### src/rtl/seven_segment_mux_driver.sv
// Time-multiplexed N-digit 7-segment driver: captures digit codes on load and
// scans them one digit at a time with one-hot anodes, registered outputs.
module seven_segment_mux_driver #(
    parameter int N_DIGITS    = 4,
    parameter int REFRESH_DIV = 100000,
    parameter int HEX_MODE    = 0,
    parameter int ACTIVE_LOW  = 1
) (
    input  logic                  clk,
    input  logic                  reset,
    input  logic [4*N_DIGITS-1:0] digits_in,
    input  logic [N_DIGITS-1:0]   dp_in,
    input  logic                  load,
    input  logic                  blank_lz,
    output logic [6:0]            seg,
    output logic                  dp,
    output logic [N_DIGITS-1:0]   an
);

    localparam int   CW  = (REFRESH_DIV > 1) ? $clog2(REFRESH_DIV) : 1;
    localparam int   IW  = (N_DIGITS > 1) ? $clog2(N_DIGITS) : 1;
    localparam logic INV = (ACTIVE_LOW != 0);

    logic [CW-1:0]         cnt_q, cnt_d;
    logic [IW-1:0]         idx_q, idx_d;
    logic [4*N_DIGITS-1:0] held_dig_q, held_dig_d;
    logic [N_DIGITS-1:0]   held_dp_q, held_dp_d;
    logic [6:0]            seg_q, seg_d;
    logic                  dp_q, dp_d;
    logic [N_DIGITS-1:0]   an_q, an_d;

    logic [3:0]            curCode;
    logic                  curDp;
    logic                  curBlank;
    logic                  zeroAbove;
    logic [6:0]            segLogical;
    logic [N_DIGITS-1:0]   anLogical;

    function automatic logic [6:0] decode(input logic [3:0] code);
        logic [6:0] s;
        case (code)
            4'd0:    s = 7'b1111110;
            4'd1:    s = 7'b0110000;
            4'd2:    s = 7'b1101101;
            4'd3:    s = 7'b1111001;
            4'd4:    s = 7'b0110011;
            4'd5:    s = 7'b1011011;
            4'd6:    s = 7'b1011111;
            4'd7:    s = 7'b1110000;
            4'd8:    s = 7'b1111111;
            4'd9:    s = 7'b1111011;
            4'hA:    s = (HEX_MODE != 0) ? 7'b1110111 : 7'b0000000;
            4'hB:    s = (HEX_MODE != 0) ? 7'b0011111 : 7'b0000000;
            4'hC:    s = (HEX_MODE != 0) ? 7'b1001110 : 7'b0000000;
            4'hD:    s = (HEX_MODE != 0) ? 7'b0111101 : 7'b0000000;
            4'hE:    s = (HEX_MODE != 0) ? 7'b1001111 : 7'b0000000;
            default: s = (HEX_MODE != 0) ? 7'b1000111 : 7'b0000000;
        endcase
        return s;
    endfunction

    always_comb begin
        cnt_d      = cnt_q + CW'(1);
        idx_d      = idx_q;
        held_dig_d = load ? digits_in : held_dig_q;
        held_dp_d  = load ? dp_in : held_dp_q;
        if (cnt_q == CW'(REFRESH_DIV - 1)) begin
            cnt_d = '0;
            idx_d = (idx_q == IW'(N_DIGITS - 1)) ? '0 : idx_q + IW'(1);
        end
    end

    // Walk from the top digit down so zeroAbove covers digits i..N_DIGITS-1.
    always_comb begin
        zeroAbove = 1'b1;
        curCode   = 4'd0;
        curDp     = 1'b0;
        curBlank  = 1'b0;
        anLogical = '0;
        for (int i = N_DIGITS - 1; i >= 0; i--) begin
            zeroAbove = zeroAbove && (held_dig_q[4*i +: 4] == 4'd0);
            if (idx_q == IW'(i)) begin
                curCode      = held_dig_q[4*i +: 4];
                curDp        = held_dp_q[i];
                curBlank     = blank_lz && (i != 0) && zeroAbove;
                anLogical[i] = !curBlank;
            end
        end
        segLogical = curBlank ? 7'b0000000 : decode(curCode);
        seg_d      = {7{INV}} ^ segLogical;
        dp_d       = INV ^ (curDp && !curBlank);
        an_d       = {N_DIGITS{INV}} ^ anLogical;
    end

    always_ff @(posedge clk or posedge reset) begin
        if (reset) begin
            cnt_q      <= '0;
            idx_q      <= '0;
            held_dig_q <= '0;
            held_dp_q  <= '0;
            seg_q      <= {7{INV}};
            dp_q       <= INV;
            an_q       <= {N_DIGITS{INV}};
        end else begin
            cnt_q      <= cnt_d;
            idx_q      <= idx_d;
            held_dig_q <= held_dig_d;
            held_dp_q  <= held_dp_d;
            seg_q      <= seg_d;
            dp_q       <= dp_d;
            an_q       <= an_d;
        end
    end

    assign seg = seg_q;
    assign dp  = dp_q;
    assign an  = an_q;

endmodule

### config.mk
export PLATFORM = sky130hd
export DESIGN_NAME = seven_segment_mux_driver
export DESIGN_NICKNAME = d
export VERILOG_FILES = /design/src/rtl/seven_segment_mux_driver.sv
export SDC_FILE = /design/constraint.sdc
export NUM_CORES = 1
export LEC_CHECK = 0
export CAP_MARGIN = 0
export CORE_MARGIN = 5
export CORE_UTILIZATION = 51
export DETAILED_ROUTE_END_ITERATION = 8
export GPL_TIMING_DRIVEN = 1
export PLACE_DENSITY_LB_ADDON = 0.2
export SLEW_MARGIN = 20
export SYNTH_ARGS = -nofsm -noshare
export SYNTH_HDL_FRONTEND = slang
export SYNTH_SLANG_ARGS = --single-unit
### constraint.sdc
create_clock -name clk -period 5.5 [get_ports clk]
set_clock_uncertainty 0.05 [all_clocks]
set_input_delay 1.375 -clock clk [delete_from_list [all_inputs] [get_ports clk]]
set_output_delay 1.375 -clock clk [all_outputs]
set_load 0.01 [all_outputs]
# --- After elaboration in Yosys (flattened, before gate mapping) ---
# Memories as Yosys holds them, arrays and structs flattened.
# Cells that the tools add are included.
word_totals:
  romBits: 112
  reg_bits: 51
  word_cells: 50
  mem_count: 1
op_classes:
  n_reduce_logical: 14
  n_bitwise: 3
  muxes: 19
  n_eq_ne: 4
  n_addsub: 2
mem_list:
  columns: ["memory", "depth", "word_bits", "rd", "rd_ports_with_merged_regs", "write_ports", "line_no", "source"]
  rows:
  - ["(name not given)", 16, 7, 1, 0, 0, "41", "case (code)"]
ops:
  columns: ["op", "n"]
  rows:
  - ["adder 17 x 1 -> 17 bit, second input constant", 1]
  - ["equality test 17 bit, second input constant", 1]
  - ["two-way mux 17 bit", 1]
  - ["two-way mux 4 bit", 4]
  - ["logical NOT 4 bit", 3]
  - ["two-way mux 1 bit", 12]
  - ["two-way mux 7 bit", 1]
  - ["NOT 7 bit", 1]
  - ["logical AND 1 bit", 6]
  - ["equality test 2 bit, second input constant", 2]
  - ["logical NOT 1 bit", 4]
  - ["NOT 4 bit", 1]
  - ["adder 2 x 1 -> 2 bit, second input constant", 1]
  - ["equality test 2 x 1 -> 1 bit, second input constant", 1]
  - ["logical NOT 2 bit", 1]
  - ["two-way mux 2 bit", 1]
  - ["NOT 1 bit", 1]

# --- Longest topological paths before layout ---
# Gate-level depths: netlist of run 1.
depth:
  ltp_word: 9
  ltp_mapped: 10
  ltp_nobuf: 9

# --- Worst setup path after synthesis of run 1 ---
# Ideal clock, no wire load.
synth_timing:
  path_kind: "flip-flop to flip-flop"
  start: "register idx_q[0]"
  end: "register seg_q[3], in the netlist seg[3]"
  period_less_slack_ns: 2.498
  slack_ns: 3.002
  arrival_ns: 2.348
  setup_time_ns: 0.100
  required_ns: 5.350
  stages_incl_launch_ff: 10
  cell_sequence: "dfrtp_1 -> inv_1 -> ha_1 -> buf_2 -> nand3b_1 -> a221oi_1 -> inv_1 -> ha_1 -> o41ai_2 -> o221ai_1"
synth_via:
  elab_chain_cells: 8
  elab_cells_between_ends: 15
  classes_between: "3 x eq/ne; 9 x mux; 1 x bitwise; 1 x reduce/logical; 1 x memory"
synth_rtl:
  columns: ["item", "line_no", "source"]
  rows:
  - ["start, declared", "25", "logic [IW-1:0] idx_q, idx_d;"]
  - ["start signal, assigned", "106", "idx_q <= idx_d;"]
  - ["equality test 2 bit", "82", "if (idx_q == IW'(i)) begin"]
  - ["two-way mux 4 bit (4 in a row)", "82", null]
  - ["memory (16 x 7 bit)", null, null]
  - ["two-way mux 7 bit *", "89", "segLogical = curBlank ? 7'b0000000 : decode(curCode);"]
  - ["NOT 7 bit (no line) *", null, null]
  - ["via seg_d[3]", "28", "logic [6:0] seg_q, seg_d;"]
  - ["end signal, assigned", "101", "seg_q <= {7{INV}};"]
  - ["end signal, assigned", "109", "seg_q <= seg_d;"]
  - ["end, declared", "28", null]
# The timed path passes the listed nets; every way through them passes the cells marked *.
# A chain may end at the register's enable or synchronous reset.

# --- Worst setup path after layout of run 1 ---
layout_timing:
  start: "register idx_q[0]"
  end: "register seg_q[2], in the netlist seg[2]"
# The elaborated chain is that of the path after synthesis.

==> results.py, run 1 <==
metrics = {
    "cts": {
        "cts-buffers-inserted": 5,
        "cts_setup_buffers": 0,
        "cts_tree": "yes",
        "cts_sinks": 51,
        "post_cts_resized": 0,
        "cts_hold_buffers": 0,
        "insertion_delay_ps": 300,
        "clockBufferDepth": 2,
        "root_buffer": "clkbuf_8",
        "h-tree-depth": 2,
        "clkSlewWorstSetupHoldPaths_ps": 90,
    },
    "route": {
        "viasPerCell": 5.439,
        "drtPass1Iterations": 4,
        "drc": 0,
        "drt_iter0_markers": 113,
        "ant_nets": 0,
        "vias": 1735,
        "wl_per_cell_um": 14.95,
        "drt-total-wl_um": 4770,
    },
    "yosys": {
        "yosys_most_used_dff": "dfrtp_1",
        "synth_fp_nets": 250,
        "ys_types": 50,
        "netlist_area_um2": 2511,
        "yosysSeqAreaShare_pct": 51.42,
        "synth-seq-cells": 51,
        "yosysWarnings": 0,
        "synthArstFlopShare_pct": 100.0,
        "netlist_instances": 216,
        "avgSynthCellArea_um2": 11.63,
        "synth_edf_count": 0,
    },
    "sta": {
        "period_minus_slack_ps": 3123,
        "hold_viol": 0,
        "rsz0062_at_grt": "no",
        "tightest_slew_ps": 916.9,
        "tns_ps": 0,
        "setup_viol": 0,
        "finalCritPeriodShare_pct": 56.79,
        "setup_ws_ps": 2377,
        "fmax_mhz": 320.2,
        "finalMaxSlewViolations": 0,
        "slew-limit-headroom_pct": 38.69,
    },
    "worst_hold_path": {
        "hold_start": "cnt_q[0]$_DFF_PP0_",
        "whs_path_depth": 1,
        "hold_end": "cnt_q[0]$_DFF_PP0_",
        "hold_path.class": "reg2reg",
    },
    "finish": {
        "syn2layout_area_growth_pct": 19.48,
        "nets": 285,
        "final_core_util_pct": 63.11,
        "final_layout_size_suffix_gt1_share_pct": 18.65,
        "stdcell_count": 319,
        "diodes": 0,
        "fillerInstances": 388,
    },
    "critical_path": {
        "ff2ff_setup_slack_ps": 2380,
        "cp-start-kind": "flip-flop",
        "end_kind": "flip-flop",
        "ff2ff_path_depth": 9,
        "critPathMaxFanout": 15,
        "r2r-end": "seg[2]$_DFF_PP1_",
        "r2r-start": "idx_q[0]$_DFFE_PP0N_",
        "arrival_ps": 3290,
        "path_class": "reg2reg",
        "cp_data_required_time_ps": 5670,
    },
    "floorplan": {
        "start_util_pct": 52.82,
        "dieHeight_um": 80.17,
        "pin_count": 36,
        "std_cell_rows": 25,
        "dieArea_um2": 6427,
        "core_area_um2": 4755,
        "die_w_um": 80.17,
    },
    "global_routing": {
        "grt_pass1_vias": 1609,
        "grt_max_degree": 52,
        "grt_pass1_wl_um": 8079,
        "track_usage_pct": 16.51,
        "overflow": 0,
        "antenna_found_initial": 0,
    },
    "place": {
        "dp_hpwl_um": 3472,
        "gp_congestion": 0.8541,
        "dp_slack_ps": 2342,
        "dp_cells": 311,
        "port_buffers": 35,
    },
    "pwr": {
        "p_leak_nw": 1.193,
        "fin_total_pwr_mw": 0.7396,
        "p_per_area_nw_per_um2": 246.5,
        "ir_drop_mv": 0.1286,
    },
    "run_status": {
        "status": "complete, no violations",
    },
    "run": {
        "maxCapViolCount": 0,
    },
}
-- how the worst max path moves through the flow --
stage                     cells after the start                 start  slack (ps)            endpoint
after floorplan                               1                 reset        2870  cnt_q[0]$_DFF_PP0_
after global placement                        5              blank_lz        2380    seg[3]$_DFF_PP1_
after detailed placement                      5              blank_lz        2340    seg[2]$_DFF_PP1_
after CTS                                     9  idx_q[0]$_DFFE_PP0N_        2420    seg[2]$_DFF_PP1_
after global routing                          9  idx_q[0]$_DFFE_PP0N_        2190    seg[2]$_DFF_PP1_
final                                         9  idx_q[0]$_DFFE_PP0N_        2380    seg[2]$_DFF_PP1_
-- power by group --
part	total (mW)	switching, mW	internal (mW)
registers	0.419	0.0131	0.405
clock network	0.217	0.115	0.102
logic	0.105	0.0457	0.0588
total	0.740	0.174	0.566
-- critical path, stage by stage (launching register included) --
cell	delay [ps]
dfrtp_1	430
inv_1	100
ha_1	480
a211oi_1	80
a221oi_1	660
inv_1	220
ha_1	290
a2111oi_0	420
a211oi_1	110
o22ai_1	200
-- placed cells by master (no fill, tap or decap), drive strengths merged, types with 4 or more instances in the layout --
| cell type | Yosys | routed |
|---|---|---|
| dfrtp | 39 | 39 |
| nand3b | 5 | 5 |
| nor2 | 10 | 10 |
| or3 | 5 | 5 |
| clkbuf | 1 | 7 |
| clkdlybuf4s50 | 0 | 35 |
| and4 | 4 | 4 |
| mux2 | 20 | 20 |
| nor2b | 4 | 4 |
| nand2 | 11 | 11 |
| ha | 10 | 10 |
| nor4 | 4 | 4 |
| a211oi | 7 | 7 |
| inv | 10 | 9 |
| o21ai | 6 | 6 |
| xnor2 | 11 | 11 |
| nor3b | 4 | 4 |
| dfstp | 12 | 12 |
| nand3 | 9 | 9 |
-- synth_stat cells, drive strengths merged, types with 2 or more instances --
cell type / count / area [µm²]
dfrtp: 39 / 975.9
mux2: 20 / 225.2
dfstp: 12 / 315.3
nand2: 11 / 41.29
xnor2: 11 / 96.34
ha: 10 / 125.1
inv: 10 / 37.54
nor2: 10 / 37.54
nand3: 9 / 50.05
a211oi: 7 / 57.55
buf: 6 / 32.53
o21ai: 6 / 30.02
nand3b: 5 / 37.54
or3: 5 / 31.28
and4: 4 / 36.29
nor2b: 4 / 27.53
nor3b: 4 / 30.03
nor4: 4 / 25.02
a21oi: 3 / 18.77
a221oi: 3 / 32.53
nand2b: 3 / 18.77
nand4: 3 / 18.77
nor3: 3 / 15.01
o211ai: 3 / 22.52
o221ai: 3 / 26.28
xor2: 3 / 26.28
and3: 2 / 12.51
-- per-layer routing --
metal / global-route usage (%) / part of all wire, % / vias to the layer above
li1: - / - / 848
met1: 24.87 / 51 / 831
met2: 22.76 / 43 / 51
met3: 3.251 / 4.7 / 5
met4: 7.264 / 1.3 / 0
met5: 0 / 0 / -
-- area by class of cell --
cell class / instances / area [µm²] / share of cell area (%)
clock inverters: 1 / 5.005 / 0.1668
inverters: 10 / 38.79 / 1.293
repair buffers: 35 / 350.3 / 11.68
multi-input cells: 148 / 1145 / 38.16
clock buffers: 7 / 86.33 / 2.877
well taps: 67 / 83.83 / 2.794
flip-flops and latches: 51 / 1291 / 43.04
-- metrics by stage --
stage | hold slack, ps | cell area (µm²)
floorplan | 402.2 | 2511
global placement | 427.2 | 2908
detailed placement | 435.4 | 2908
CTS | 447.5 | 2999
global route | 465.1 | 3000
finish | 441.5 | 3000
-- registers in the layout, summed over array words and instances, names as in the netlist --
name	cells
dp	1
held_dig_q	16
seg	7
idx_q	2
held_dp_q	4
an	4
cnt_q	17
-- cell families (layout without fill, tap and decap cells) --
group / count (synthesis) / in the layout / share of synthesized area (%)
AND/OR/NAND/NOR: 70 / 70 / 16.04
flip-flops: 51 / 51 / 51.42
XOR/XNOR: 14 / 14 / 4.883
AO/OA/AOI/OAI: 34 / 34 / 10.71
buffers and inverters: 17 / 53 / 2.989
adder cells (fa/ha/maj): 10 / 10 / 4.983
multiplexers: 20 / 20 / 8.969
(Power assumes the default switching activity.)
==> inputs of run 2 (changes only) <==
==> constraint.sdc (replaced) <==
create_clock -name clk -period 3.1 [get_ports clk]
set_clock_uncertainty 0.05 [all_clocks]
set_input_delay 0.775 -clock clk [delete_from_list [all_inputs] [get_ports clk]]
set_output_delay 0.775 -clock clk [all_outputs]
set_load 0.01 [all_outputs]
==> results.py, run 2 (synthesis results as in run 1) <==
metrics = {
    "run_status": {
        "status": "complete, no violations",
    },
    "pwr": {
        "p_clk_share_pct": 27.9,
        "comb_power_share_pct": 14.5,
        "power.share.switching_pct": 23.58,
        "p_int_mw": 0.9852,
        "ir_drop_mv": 0.2324,
        "p_leak_nw": 1.206,
        "p_switching_mw": 0.3040,
        "p_per_area_nw_per_um2": 425.8,
        "power_frac_seq_pct": 57.6,
    },
    "critical_path": {
        "critPathMaxStageDelay_ps": 510,
        "critPathMaxFanout": 12,
        "path_class": "reg2reg",
        "path_cells": "inv_1 > ha_1 > a211oi_1 > a221oi_2 > inv_1 > ha_1 > or3_1 > o221ai_1 > o211ai_1",
        "cp-start-kind": "flip-flop",
        "end_kind": "flip-flop",
        "critPathBufInv": 2,
        "worst_path_max_delay_cell": "a221oi_2",
        "cp-startpoint": "idx_q[0]$_DFFE_PP0N_",
        "r2r-start": "idx_q[0]$_DFFE_PP0N_",
        "cp_data_required_time_ps": 3270,
        "arrival_ps": 2880,
        "cp_top_family": "compound AO/OA/AOI/OAI gates",
    },
    "global_routing": {
        "antenna_found_initial": 0,
        "overflow": 0,
        "grt_pass1_vias": 1753,
        "grt_pass1_wl_um": 8349,
        "grt_max_degree": 23,
        "track_usage_pct": 16.69,
    },
    "cts": {
        "clockBufferDepth": 2,
        "cts-buffers-inserted": 5,
        "cts_tree": "yes",
        "h-tree-depth": 2,
        "clkSlewWorstSetupHoldPaths_ps": 80,
        "insertion_delay_ps": 310,
        "root_buffer": "clkbuf_8",
        "cts_setup_buffers": 0,
        "cts_sinks": 51,
    },
    "route": {
        "wl_per_cell_um": 14.58,
        "ant_nets": 0,
        "drtPass1Iterations": 4,
        "vias": 1760,
        "highest_layer": "met4",
        "viasPerCell": 5.449,
        "wl_met1_um": 2458,
        "drc": 0,
        "wl_met2_um": 1919,
        "drt_iter0_markers": 126,
        "dr_wl_met3_um": 267,
        "drt-total-wl_um": 4710,
    },
    "worst_hold_path": {
        "hold_path.class": "reg2reg",
        "hold_start": "cnt_q[0]$_DFF_PP0_",
    },
    "sta": {
        "finalMaxSlewViolations": 0,
        "rsz0062_at_grt": "no",
        "tns_ps": 0,
        "finalCritPeriodShare_pct": 87.48,
        "setup_viol": 0,
        "fmax_mhz": 368.8,
        "period_minus_slack_ps": 2712,
        "slew-limit-headroom_pct": 53.46,
        "setup_ws_ps": 388.1,
        "tightest_slew_ps": 696.6,
        "hold_viol": 0,
    },
    "finish": {
        "final_cell_mix": "dfrtp_1 (39), clkdlybuf4s50_1 (35), mux2_2 (19)",
        "layout_commonest_cell": "dfrtp_1",
        "nets": 289,
        "regMostFlops": "cnt_q",
        "diodes": 0,
        "final_layout_size_suffix_gt1_share_pct": 20.31,
        "largest_register_ffs": 17,
        "syn2layout_area_growth_pct": 20.58,
    },
    "floorplan": {
        "start_util_pct": 52.82,
        "dieHeight_um": 80.17,
        "core_area_um2": 4755,
        "dieArea_um2": 6427,
        "pin_count": 36,
        "std_cell_rows": 25,
        "die_w_um": 80.17,
    },
    "place": {
        "dp_slack_ps": 236.7,
        "port_buffers": 35,
        "gp_congestion": 0.8885,
        "dp_hpwl_um": 3504,
    },
    "run": {
        "maxCapViolCount": 0,
    },
}
-- run 2: cell types whose count changed in the layout (fill, tap and decap cells not counted), sizes merged --
cell | previous run | this run
clkinv | 2 | 1
buf | 0 | 4
inv | 9 | 10
-- run 2: layout make-up --
class | instances | area, µm²
multi-input combinational | 148 | 1154
tap | 67 | 83.83
inverter | 10 | 37.54
clock buffer | 7 | 76.32
sequential | 51 | 1291
timing repair buffer | 39 | 380.4
clock inverter | 1 | 5.005
fill | 404 | 1727
-- run 2: what timing repair did --
| action | CTS | global route |
|---|---|---|
| setup endpoints to repair | 0 | 4 |
| hold buffers | 0 | 0 |
| resized for setup | 0 | 2 |
| hold endpoints to repair | 0 | 0 |
-- run 2: routing by layer --
layer  track usage [%]  vias up
met2             24.17       47
met4             5.743        0
met1             24.26      843
li1                  -      863
met5                 0        -
met3             4.148        7
-- run 2: power by group through the flow --
stage / Combinational, mW / Sequential, mW / Clock, mW
global placement: 0.185 / 0.755 / 0
CTS: 0.188 / 0.743 / 0.379
finish: 0.187 / 0.742 / 0.360
floorplan: 0.0930 / 0.758 / 0
global route: 0.207 / 0.749 / 0.405
detailed placement: 0.186 / 0.756 / 0
-- run 2: path summary, 6_finish.rpt --
kind	endpoint	slack, ps	cells past startpoint
max in group asynchronous	an[3]$_DFF_PP1_	1720	3
min reg2reg	cnt_q[0]$_DFF_PP0_	440	1
min in group asynchronous	cnt_q[14]$_DFF_PP0_	670	2
min	cnt_q[0]$_DFF_PP0_	440	1
max	seg[6]$_DFF_PP1_	390	9
max reg2reg	seg[6]$_DFF_PP1_	390	9
-- run 2: worst register-to-register path: cells and delay by family (launching register included) --
kind                     cells  cell delay [ps]
AO/OA/AOI/OAI                4              950
adder cells (fa/ha/maj)      2              580
flip-flops                   1              420
AND/OR/NAND/NOR              1              360
buffers and inverters        2              270
-- run 2: through the flow --
step                cells  utilization (%)  hold WS, ps  power [mW]  cell area (µm²)
detailed placement    315            61.79        432.6      0.9423             2938
global route          323            63.68        454.7       1.361             3028
finish                323            63.68        437.6       1.289             3028
global placement      315            61.79        428.9      0.9404             2938
CTS                   323            63.50        443.4       1.310             3019
floorplan             216                -        402.2      0.8514             2511
